### src/rtl/adc_pkg.sv
// Shared definitions for the ADC front end: FSM state encoding and default
// sample width / reset code used by adc_sampler and its bench.
package adc_pkg;

    localparam int DATA_W_DEF     = 8;
    localparam int RESET_CODE_DEF = 128;

    localparam logic [2:0] IDLE    = 3'd0;
    localparam logic [2:0] CONV    = 3'd1;
    localparam logic [2:0] WAIT_HI = 3'd2;
    localparam logic [2:0] WAIT_LO = 3'd3;
    localparam logic [2:0] READ    = 3'd4;
    localparam logic [2:0] ACC     = 3'd5;

endpackage

### src/rtl/sync_2ff.sv
// Two-flop synchroniser for signals arriving asynchronously to clk.
// Both stages clear to 0 on reset.
module sync_2ff #(
    parameter int WIDTH = 1
) (
    input  logic             clk,
    input  logic             rst,
    input  logic [WIDTH-1:0] d,
    output logic [WIDTH-1:0] q
);

    logic [WIDTH-1:0] meta;

    always_ff @(posedge clk or negedge rst) begin
        if (!rst) begin
            meta <= '0;
            q    <= '0;
        end else begin
            meta <= d;
            q    <= meta;
        end
    end

endmodule

### src/rtl/adc_sampler.sv
// Parallel-ADC front end: runs convst/busy/read handshake per trig, averages
// 2^AVG_LOG2 conversions into a held sample, flags busy timeouts and overruns.
module adc_sampler
    import adc_pkg::*;
#(
    parameter int DATA_W     = DATA_W_DEF,
    parameter int AVG_LOG2   = 0,
    parameter int CONV_LOW   = 2,
    parameter int RD_CYCLES  = 3,
    parameter int BUSY_TO    = 64,
    parameter int RESET_CODE = RESET_CODE_DEF
) (
    input  logic              clk,
    input  logic              rst,
    input  logic              trig,
    input  logic              adc_busy,
    input  logic [DATA_W-1:0] adc_data,
    output logic              adc_convst_n,
    output logic              adc_cs_n,
    output logic              adc_rd_n,
    output logic [DATA_W-1:0] sample,
    output logic              sample_valid,
    output logic              err_timeout,
    output logic              overrun
);

    localparam int CNT_MAX = (CONV_LOW > RD_CYCLES) ? CONV_LOW : RD_CYCLES;
    localparam int CNT_W   = $clog2(CNT_MAX) + 1;
    localparam int TO_W    = $clog2(BUSY_TO) + 1;
    localparam int AVG_W   = AVG_LOG2 + 1;
    localparam int ACC_W   = DATA_W + AVG_LOG2 + 1;

    localparam logic [CNT_W-1:0] CONV_LAST = CNT_W'(CONV_LOW - 1);
    localparam logic [CNT_W-1:0] RD_LAST   = CNT_W'(RD_CYCLES - 1);
    localparam logic [TO_W-1:0]  TO_LAST   = TO_W'(BUSY_TO - 1);
    localparam logic [AVG_W-1:0] AVG_LAST  = AVG_W'((1 << AVG_LOG2) - 1);
    localparam logic [ACC_W-1:0] ROUND     = ACC_W'((1 << AVG_LOG2) >> 1);
    localparam logic [ACC_W-1:0] SAT_MAX   = ACC_W'((1 << DATA_W) - 1);

    logic [2:0]        state;
    logic [CNT_W-1:0]  cnt;
    logic [TO_W-1:0]   to_cnt;
    logic [DATA_W-1:0] data_r;
    logic [ACC_W-1:0]  acc;
    logic [AVG_W-1:0]  avg_cnt;
    logic              busy_s;
    logic [ACC_W-1:0]  acc_new;
    logic [ACC_W-1:0]  rounded;

    sync_2ff #(.WIDTH(1)) u_busy_sync (
        .clk (clk),
        .rst (rst),
        .d   (adc_busy),
        .q   (busy_s)
    );

    // Round-half-up average; the extra acc bit keeps acc_new + ROUND from wrapping.
    always_comb begin
        acc_new = acc + ACC_W'(data_r);
        rounded = (acc_new + ROUND) >> AVG_LOG2;
    end

    // NOTE: all state here uses non-blocking assignments so every register
    // samples pre-edge values; reset clears acc/avg_cnt, dropping a partial average.
    always_ff @(posedge clk or negedge rst) begin
        if (!rst) begin
            state        <= IDLE;
            cnt          <= '0;
            to_cnt       <= '0;
            adc_convst_n <= 1'b1;
            adc_cs_n     <= 1'b1;
            adc_rd_n     <= 1'b1;
            data_r       <= '0;
            acc          <= '0;
            avg_cnt      <= '0;
            sample       <= DATA_W'(RESET_CODE);
            sample_valid <= 1'b0;
            err_timeout  <= 1'b0;
            overrun      <= 1'b0;
        end else begin
            sample_valid <= 1'b0;
            err_timeout  <= 1'b0;
            if (trig && state != IDLE)
                overrun <= 1'b1;

            case (state)
                IDLE: begin
                    if (trig) begin
                        state        <= CONV;
                        adc_convst_n <= 1'b0;
                        cnt          <= '0;
                    end
                end
                CONV: begin
                    if (cnt == CONV_LAST) begin
                        adc_convst_n <= 1'b1;
                        to_cnt       <= '0;
                        state        <= WAIT_HI;
                    end else begin
                        cnt <= cnt + 1'b1;
                    end
                end
                WAIT_HI, WAIT_LO: begin
                    // Timeout is checked first so it wins over a late busy edge.
                    to_cnt <= to_cnt + 1'b1;
                    if (to_cnt == TO_LAST) begin
                        err_timeout <= 1'b1;
                        state       <= IDLE;
                    end else if (state == WAIT_HI && busy_s) begin
                        state <= WAIT_LO;
                    end else if (state == WAIT_LO && !busy_s) begin
                        state    <= READ;
                        adc_cs_n <= 1'b0;
                        adc_rd_n <= 1'b0;
                        cnt      <= '0;
                    end
                end
                READ: begin
                    if (cnt == RD_LAST) begin
                        adc_cs_n <= 1'b1;
                        adc_rd_n <= 1'b1;
                        data_r   <= adc_data;
                        state    <= ACC;
                    end else begin
                        cnt <= cnt + 1'b1;
                    end
                end
                ACC: begin
                    state <= IDLE;
                    if (avg_cnt == AVG_LAST) begin
                        sample       <= (rounded > SAT_MAX) ? DATA_W'(SAT_MAX) : rounded[DATA_W-1:0];
                        sample_valid <= 1'b1;
                        acc          <= '0;
                        avg_cnt      <= '0;
                    end else begin
                        acc     <= acc_new;
                        avg_cnt <= avg_cnt + 1'b1;
                    end
                end
                default: state <= IDLE;
            endcase
        end
    end

endmodule

### config.mk
export PLATFORM = sky130hd
export DESIGN_NAME = adc_sampler
export DESIGN_NICKNAME = d
export VERILOG_FILES = /design/src/rtl/adc_pkg.sv /design/src/rtl/sync_2ff.sv /design/src/rtl/adc_sampler.sv
export SDC_FILE = /design/constraint.sdc
export NUM_CORES = 1
export LEC_CHECK = 0
export CAP_MARGIN = 20
export CORE_ASPECT_RATIO = 0.5
export CORE_MARGIN = 2
export CORE_UTILIZATION = 35
export CTS_CLUSTER_SIZE = 40
export DETAILED_ROUTE_END_ITERATION = 8
export GPL_ROUTABILITY_DRIVEN = 0
export PLACE_DENSITY = 0.6
export SYNTH_ARGS = -nofsm -noshare
export SYNTH_HDL_FRONTEND = slang
export SYNTH_SLANG_ARGS = --single-unit
### constraint.sdc
create_clock -name clk -period 2.3 [get_ports clk]
set_clock_uncertainty 0.1 [all_clocks]
set_input_delay 0.575 -clock clk [delete_from_list [all_inputs] [get_ports clk]]
set_output_delay 0.575 -clock clk [all_outputs]
set_load 0.03 [all_outputs]
# After elaboration in Yosys (flattened, before gate mapping)
# Index checks and enable logic that the tools add are counted.
# W data, S select, Z words.
dict set report word_totals {
  ff_bits 46
  in_bits 12
  out_inout_bits 14
}
dict set report classes {
  addsub 4
  order_cmp 1
  n_eq_ne 17
  mux 31
  n_bitwise 1
  n_reduce_logical 18
}
# cell count
set ops {}
lappend ops {{$mux W3} 12}
lappend ops {{$pmux W3 S4} 2}
lappend ops {{$ne A2 B2 Y1 const B} 8}
lappend ops {{$pmux W7 S2} 1}
lappend ops {{$mux W1} 11}
lappend ops {{$add A9 B8 Y9} 1}
lappend ops {{$eq A3 B2 Y1 const B} 3}
lappend ops {{$gt A9 B8 Y1 const B} 1}
lappend ops {{$mux W9} 1}
lappend ops {{$mux W8} 1}
lappend ops {{$add A7 B1 Y7 const B} 1}
lappend ops {{$eq A7 B6 Y1 const B} 1}
lappend ops {{$mux W7} 1}
lappend ops {{$reduce_and A7 Y1} 1}
lappend ops {{$eq A3 B1 Y1 const B} 2}
lappend ops {{$eq A3 B3 Y1 const B} 2}
lappend ops {{$reduce_and A2 Y1} 3}
lappend ops {{$reduce_bool A2 Y1} 3}
lappend ops {{$reduce_and A5 Y1} 1}
lappend ops {{$ne A4 B4 Y1 const B} 1}
lappend ops {{$pmux W1 S2} 2}
lappend ops {{$reduce_and A4 Y1} 1}
lappend ops {{$reduce_bool A4 Y1} 1}
lappend ops {{$add A3 B1 Y3 const B} 1}
lappend ops {{other kinds (8)} 10}

# Depth between registers and ports, before layout
# Gate-level depths: netlist of the first run.
dict set report depth {
  word_depth 6
  depth_mapped 6
  ltp_nobuf 6
}

# Hierarchy
# A second synthesis of the first run with hierarchy kept.
dict set report unflattened {
  cells_unflattened 148
  area_unflattened_um2 1585.3
}
# module instances cells_each area_each_um2 seq_area_each_um2
set by_module_without_submodules {}
lappend by_module_without_submodules {adc_sampler 1 146 1535.2 854.6}
lappend by_module_without_submodules {sync_2ff 1 2 50.0 50.0}

# Worst setup path after synthesis of the first run
# Ideal clock, no wire load.
dict set report synth_timing {
  path_kind {input-to-reg}
  from {input port trig}
  to {register cnt[0]}
  setup_ns 0.125
  arrival_time_ns 1.374
  slack_ns 0.701
  path_stages 4
  cell_sequence {o21ba_1 > o211a_1 > nand3_1 > mux2_2}
}
dict set report synth_between {
  elab_chain_cells 2
}
# item line
set synth_lines {}
lappend synth_lines {{from (decl)} adc_sampler.sv:15} ;# input logic trig,
lappend synth_lines {{$ne A2 B2 Y1 (no line)} -}
lappend synth_lines {{$reduce_and A7 Y1 (no line)} -}
lappend synth_lines {{to (signal assigned)} adc_sampler.sv:100} ;# cnt <= cnt + 1'b1;
lappend synth_lines {{to (signal assigned)} adc_sampler.sv:125} ;# cnt <= cnt + 1'b1;
lappend synth_lines {{to (decl)} adc_sampler.sv:41} ;# logic [CNT_W-1:0] cnt;
# Every way passes these cells.
# A chain may end at the register's enable or synchronous reset.

# Final worst setup path of the first run
dict set report layout_timing {
  from {register adc_convst_n}
  to {output port adc_convst_n}
}
# item line
set layout_lines {}
lappend layout_lines {{from (decl)} adc_sampler.sv:18} ;# output logic adc_convst_n,
lappend layout_lines {{from (signal assigned)} adc_sampler.sv:70} ;# adc_convst_n <= 1'b1;
lappend layout_lines {{from (signal assigned)} adc_sampler.sv:90} ;# adc_convst_n <= 1'b0;
lappend layout_lines {{from (signal assigned)} adc_sampler.sv:96} ;# adc_convst_n <= 1'b1;
# No word-level cell between the ends.

==> results of run 1 <==
## how the worst min path moves through the flow
stage	cells after the start	from	endpoint
after global routing	0	u_busy_sync.meta	u_busy_sync.q
after floorplan	0	rst	cnt[0]
after CTS	0	u_busy_sync.meta	u_busy_sync.q
final	0	u_busy_sync.meta	u_busy_sync.q
after detailed placement	0	u_busy_sync.meta	u_busy_sync.q
after global placement	0	u_busy_sync.meta	u_busy_sync.q
## routing by layer
layer  up-vias  part of all wire  routed length (µm)
met1       573              0.47                1427
met4         0             0.011                  33
met2        27              0.48                1442
met3         6             0.043                 131
li1        576                 -                   -
met5         -                 0                   0
## power by group through the flow
stage                     registers, W  logic, W  clock network, W
after CTS                      0.00108  0.000901          0.000474
after floorplan                0.00115  0.000531                 0
final                          0.00108  0.000894          0.000457
after global placement         0.00108  0.000880                 0
after global routing           0.00112  0.000988          0.000510
after detailed placement       0.00109  0.000901                 0
## layout make-up
| cell class | count | area (µm²) |
|---|---|---|
| clock buffers | 8 | 90.09 |
| fillers | 415 | 2402 |
| well taps | 57 | 71.32 |
| flip-flops and latches | 36 | 904.6 |
| inverters | 5 | 18.77 |
| multi-input cells | 105 | 671.9 |
| repair buffers | 27 | 265.3 |
## flip-flops by register name, indices dropped and copies added, names as in the netlist
register,flops
adc_convst_n,1
adc_rd_n,1
cnt,3
data_r,8
err_timeout,1
overrun,1
sample,8
sample_valid,1
state,3
to_cnt,7
u_busy_sync.meta,1
u_busy_sync.q,1
## metrics by stage
step,hold WS [ns],setup slack [ns],area [µm²],instances
6_report,0.2550,0.1329,2022,238
3_5_place_dp,0.2457,0.1529,1932,230
4_1_cts,0.2613,0.1146,2022,238
3_3_place_gp,0.2362,0.1788,1932,230
2_1_floorplan,0.1794,0.7010,1622,151
5_1_grt,0.2659,0.08647,2022,238
## cell families after synthesis
kind of cell | after synthesis | synth area share
AO/OA/AOI/OAI | 19 | 0.08102
multiplexers | 10 | 0.06945
XOR/XNOR | 4 | 0.02161
AND/OR/NAND/NOR | 68 | 0.2114
adder cells (fa/ha/maj) | 4 | 0.03087
flip-flops | 36 | 0.5579
buffers and inverters | 10 | 0.02777
## layout by cell type, fill, tap and decap left out, drive strengths merged, types with 2 or more instances in the layout
| cell | netlist | layout |
|---|---|---|
| nand2 | 35 | 35 |
| dfrtp | 33 | 33 |
| clkdlybuf4s50 | 0 | 25 |
| mux2 | 10 | 10 |
| nor2 | 8 | 8 |
| clkbuf | 0 | 8 |
| a21oi | 5 | 5 |
| inv | 4 | 4 |
| o21ai | 4 | 4 |
| nand3 | 4 | 4 |
| ha | 4 | 4 |
| nor3 | 3 | 3 |
| nand2b | 3 | 3 |
| dfstp | 3 | 3 |
| nor2b | 2 | 2 |
| nand4 | 2 | 2 |
| nor3b | 2 | 2 |
| xnor2 | 2 | 2 |
| nor4b | 2 | 2 |
| o31ai | 2 | 2 |
| xor2 | 2 | 2 |
| buf | 5 | 2 |
| nand3b | 2 | 2 |
==> flow_metrics.py, run 1 <==
metrics = {
    "run_status": {
        "outcome": "completed",
    },
    "worst_setup_path": {
        "critPathCapture": "adc_convst_n",
        "crit_start": "adc_convst_n",
        "path_cells": "clkdlybuf4s50_1",
        "r2r_cells": 4,
        "crit_type": "reg2out",
        "crit_arrival_ns": 1.49,
        "critPathRequiredTime_ns": 1.62,
        "slowest_delay_ns": 0.66,
        "rrSetupSlack_ns": 0.35,
        "cp_num_buf_inv": 1,
        "critPathLaunchType": "flip-flop",
        "worstSetupEndpointType": "output pin",
        "crit_fanout": 3,
        "path_depth": 1,
        "r2r-end": "cnt[1]",
        "timing.rr.start": "state[1]",
        "slowest_stage": "clkdlybuf4s50_1",
        "path_delay_family": "buffers and inverters",
    },
    "cts": {
        "clock_sinks": 36,
        "root_buffer": "clkbuf_8",
        "cts_buffer_depth": 2,
        "cts_buffers": 5,
        "cts_tree": "done",
        "cts_hold_buf": 0,
        "cts_resized": 0,
        "htree_levels": 2,
        "clk_pin_slew_ns": 0.07,
        "clk_latency_ns": 0.28,
        "cts_setup_buffers": 0,
    },
    "synthesis": {
        "synthTopCellsByCount": "nand2_1 (35), dfrtp_1 (33), mux2_2 (10), nor2_1 (8), a21oi_1 (5)",
        "synthTopCellsByArea": "dfrtp_1 (51%), nand2_1 (8.1%), mux2_2 (6.9%)",
        "yosys_warnings": 0,
        "yosysSeqAreaShare": 0.5579,
        "async_flop_share": 1.000,
        "synthesis.nets": 167,
        "synth_area_leader_cell": "dfrtp_1",
        "syn-cell-area_um2": 1622,
        "synth_top_area_frac": 0.5093,
        "syn_area_per_cell_um2": 10.74,
        "synth-seq-cells": 36,
        "synthCells": 151,
        "synth_flop_cell": "dfrtp_1",
        "yosysUniqueCellTypes": 38,
        "synth_most_common_cell": "nand2_1",
        "synth_edf_count": 0,
    },
    "global_routing": {
        "antenna_found_initial": 0,
        "met3_usage": 0.04032,
        "grt_max_degree": 37,
        "grt_overflow": 0,
        "gr-usage-met2": 0.2237,
        "grtUsageMet1": 0.1720,
        "grt_pass1_wl_mm": 5.388,
        "grt_pass1_vias": 1167,
        "grt_use_total": 0.1356,
        "top_usage_layer": "met2",
    },
    "routing": {
        "dr.pass1.iters": 4,
        "ant_nets": 0,
        "drt_iter0_drc": 54,
        "via_per_inst": 4.966,
        "drt_wl_total_mm": 3.033,
        "wl_per_cell_um": 12.74,
        "via_count": 1182,
        "drc": 0,
    },
    "floorplan": {
        "coreArea_um2": 4424,
        "dieArea_um2": 5227,
        "rows": 17,
        "num_io_pins": 26,
        "initial_utilization": 0.3665,
        "die_x_um": 100.3,
        "fp.dieH_um": 52.13,
    },
    "sta": {
        "worst_pin_slew_ns": 0.4932,
        "min_period_over_period": 0.9422,
        "setup_viol": 0,
        "hold_violations": 0,
        "finalCriticalPeriod_ns": 2.167,
        "rsz0062_at_grt": "no",
        "slew_viol_final": 0,
        "fmax_mhz": 461.5,
        "relSlewSlack": 0.6712,
        "final.setup.tns_ns": 0,
    },
    "power": {
        "p_total_w": 0.002430,
        "sequentialPowerShare": 0.444,
        "irDropWorstVdd_mv": 0.4969,
        "leakage_nw": 0.9336,
        "p_sw_w": 0.0009009,
        "p_sw_frac": 0.3707,
        "combPwrFrac": 0.368,
        "pwr-share-clk": 0.188,
        "power.density_nw_per_um2": 1202,
        "p_int_w": 0.001530,
    },
    "job": {
        "maxCapViolations": 0,
    },
    "finish": {
        "utilization": 0.4570,
        "final_nets": 196,
        "drive_gt1_frac": 0.1271,
        "diodes": 0,
        "areaGrowthSynthToFinish_pct": 24.69,
    },
    "worst_hold_path": {
        "hold_path_class": "reg2reg",
    },
    "placed_design": {
        "hpwlAfterDp_mm": 2.090,
        "io_buffers": 25,
    },
}
Power figures use the tool's default switching activity.
==> inputs of run 2 (changes only) <==
--- a/config.mk
+++ b/config.mk
@@ -5,7 +5,7 @@
 export SDC_FILE = /design/constraint.sdc
 export NUM_CORES = 1
 export LEC_CHECK = 0
-export CAP_MARGIN = 20
+export CAP_MARGIN = 15
 export CORE_ASPECT_RATIO = 0.5
 export CORE_MARGIN = 2
 export CORE_UTILIZATION = 35
==> results of run 2 <==
The final DEF is identical to that of run 1; final timing and power are the same.
==> inputs of run 3 (changes only) <==
--- a/config.mk
+++ b/config.mk
@@ -5,14 +5,16 @@
 export SDC_FILE = /design/constraint.sdc
 export NUM_CORES = 1
 export LEC_CHECK = 0
-export CAP_MARGIN = 15
+export CAP_MARGIN = 20
 export CORE_ASPECT_RATIO = 0.5
 export CORE_MARGIN = 2
 export CORE_UTILIZATION = 35
 export CTS_CLUSTER_SIZE = 40
 export DETAILED_ROUTE_END_ITERATION = 8
 export GPL_ROUTABILITY_DRIVEN = 0
+export GPL_TIMING_DRIVEN = 0
 export PLACE_DENSITY = 0.6
+export SETUP_SLACK_MARGIN = 0.5
 export SYNTH_ARGS = -nofsm -noshare
 export SYNTH_HDL_FRONTEND = slang
 export SYNTH_SLANG_ARGS = --single-unit
==> run 3 against run 2 <==
Effect of this change: critical endpoint is now adc_rd_n; first-iteration DRC count did not move; utilization rose by 1.2 points; cell count rose by 2.9%.
==> flow_metrics.py, run 3 (synthesis gave the netlist of run 1 again) <==
metrics = {
    "routing": {
        "dr.pass1.iters": 4,
        "drt_iter0_drc": 54,
        "via_per_inst": 4.931,
        "wl_per_cell_um": 12.82,
        "drc": 0,
        "via_count": 1208,
        "drt_wl_total_mm": 3.141,
        "ant_nets": 0,
    },
    "floorplan": {
        "coreArea_um2": 4424,
        "initial_utilization": 0.3665,
        "die_x_um": 100.3,
        "fp.dieH_um": 52.13,
        "rows": 17,
        "num_io_pins": 26,
        "dieArea_um2": 5227,
    },
    "finish": {
        "drive_gt1_frac": 0.2128,
        "fillers": 441,
        "final_cell_mix": "nand2_1 (35), dfrtp_1 (33), dlygate4sd2_1 (11)",
        "final_nets": 203,
        "finalNonFillerCells": 245,
        "utilization": 0.4686,
        "areaGrowthSynthToFinish_pct": 27.86,
        "reg_top3": "data_r x8, sample x8, to_cnt x7",
        "diodes": 0,
        "final_common_cell": "nand2_1",
    },
    "worst_setup_path": {
        "timing.rr.start": "cnt[0]",
        "crit_type": "reg2out",
        "r2r_cells": 6,
        "rrSetupSlack_ns": 0.56,
        "worstSetupEndpointType": "output pin",
        "critPathRequiredTime_ns": 1.62,
        "crit_fanout": 3,
        "crit_arrival_ns": 1.10,
        "critPathCapture": "adc_rd_n",
        "critPathLaunchType": "flip-flop",
        "r2r-end": "cnt[2]",
        "crit_start": "adc_rd_n",
    },
    "placed_design": {
        "hpwlAfterDp_mm": 2.128,
        "io_buffers": 25,
        "dp_cells": 233,
    },
    "power": {
        "leakage_nw": 1.017,
        "p_total_w": 0.002478,
        "irDropWorstVdd_mv": 0.5440,
        "power.density_nw_per_um2": 1195,
    },
    "cts": {
        "cts_tree": "done",
        "clk_pin_slew_ns": 0.06,
        "clk_latency_ns": 0.28,
        "root_buffer": "clkbuf_8",
        "cts_buffers": 5,
        "cts_hold_buf": 0,
        "clock_sinks": 36,
        "cts_buffer_depth": 2,
        "htree_levels": 2,
    },
    "global_routing": {
        "grt_use_total": 0.1367,
        "antenna_found_initial": 0,
        "grt_pass1_vias": 1159,
        "grt_overflow": 0,
        "grt_max_degree": 37,
        "grt_pass1_wl_mm": 5.444,
    },
    "sta": {
        "hold_violations": 0,
        "relSlewSlack": 0.4855,
        "fmax_mhz": 564.2,
        "min_period_over_period": 0.7706,
        "rsz0062_at_grt": "yes",
        "worst_hold_slack_ns": 0.2541,
        "worst_pin_slew_ns": 0.7717,
        "slew_viol_final": 0,
        "finalCriticalPeriod_ns": 1.772,
        "setup_viol": 0,
    },
    "job": {
        "maxCapViolations": 0,
    },
    "run_status": {
        "outcome": "completed",
    },
    "worst_hold_path": {
        "hold_path_class": "reg2reg",
    },
}
[run 3: timing repair]
action / CTS / global route
buffers inserted: 0 / 3
endpoints found under the setup margin: 17 / 22
resized for setup: 24 / 13
cloned: 0 / 1
[run 3: area by class of cell]
class	count	area [µm²]	area share
sequential	36	904.6	0.4363
multi-input combinational	105	706.9	0.3410
timing repair buffer	28	234.0	0.1129
clock buffer	8	100.1	0.04828
tap	57	71.32	0.03440
buffer	5	26.28	0.01267
inverter	5	22.52	0.01086
timing repair inverter	1	7.507	0.003621
[run 3: metal layers]
layer  routed length, µm  up-vias  global-route usage
li1                    -      591                   -
met1                1510      593              0.1684
met2                1468       19              0.2304
met3                 124        5             0.03898
met4                  38        0             0.05479
met5                   0        -                   0
[run 3: worst max-delay path, stage by stage (launching register included)]
cell	delay [ns]
dfstp_2	0.54
buf_4	0.10
clkbuf_2	0.19
[run 3: worst min path at each step]
| stage | slack, ns | from | endpoint | depth (start not counted) |
|---|---|---|---|---|
| after floorplan | 0.18 | rst | cnt[0] | 0 |
| after global placement | 0.23 | u_busy_sync.meta | u_busy_sync.q | 0 |
| after detailed placement | 0.24 | u_busy_sync.meta | u_busy_sync.q | 0 |
| after CTS | 0.26 | u_busy_sync.meta | u_busy_sync.q | 0 |
| after global routing | 0.27 | u_busy_sync.meta | u_busy_sync.q | 0 |
| final | 0.25 | u_busy_sync.meta | u_busy_sync.q | 0 |
[run 3: power breakdown]
| group | switching [W] | internal (W) | total, W |
|---|---|---|---|
| Sequential | 0.000157 | 0.000864 | 0.00102 |
| Combinational | 0.000570 | 0.000404 | 0.000974 |
| Clock | 0.000210 | 0.000273 | 0.000483 |
[run 3: metrics by stage]
step | TNS [ns] | area [µm²] | worst slack, ns
final | 0 | 2073 | 0.5275
after global routing | 0 | 2073 | 0.4810
after CTS | 0 | 2026 | 0.3134
after detailed placement | 0 | 1938 | 0.1348
after global placement | -8.357 | 1943 | -0.2551
after floorplan | 0 | 1622 | 0.7010
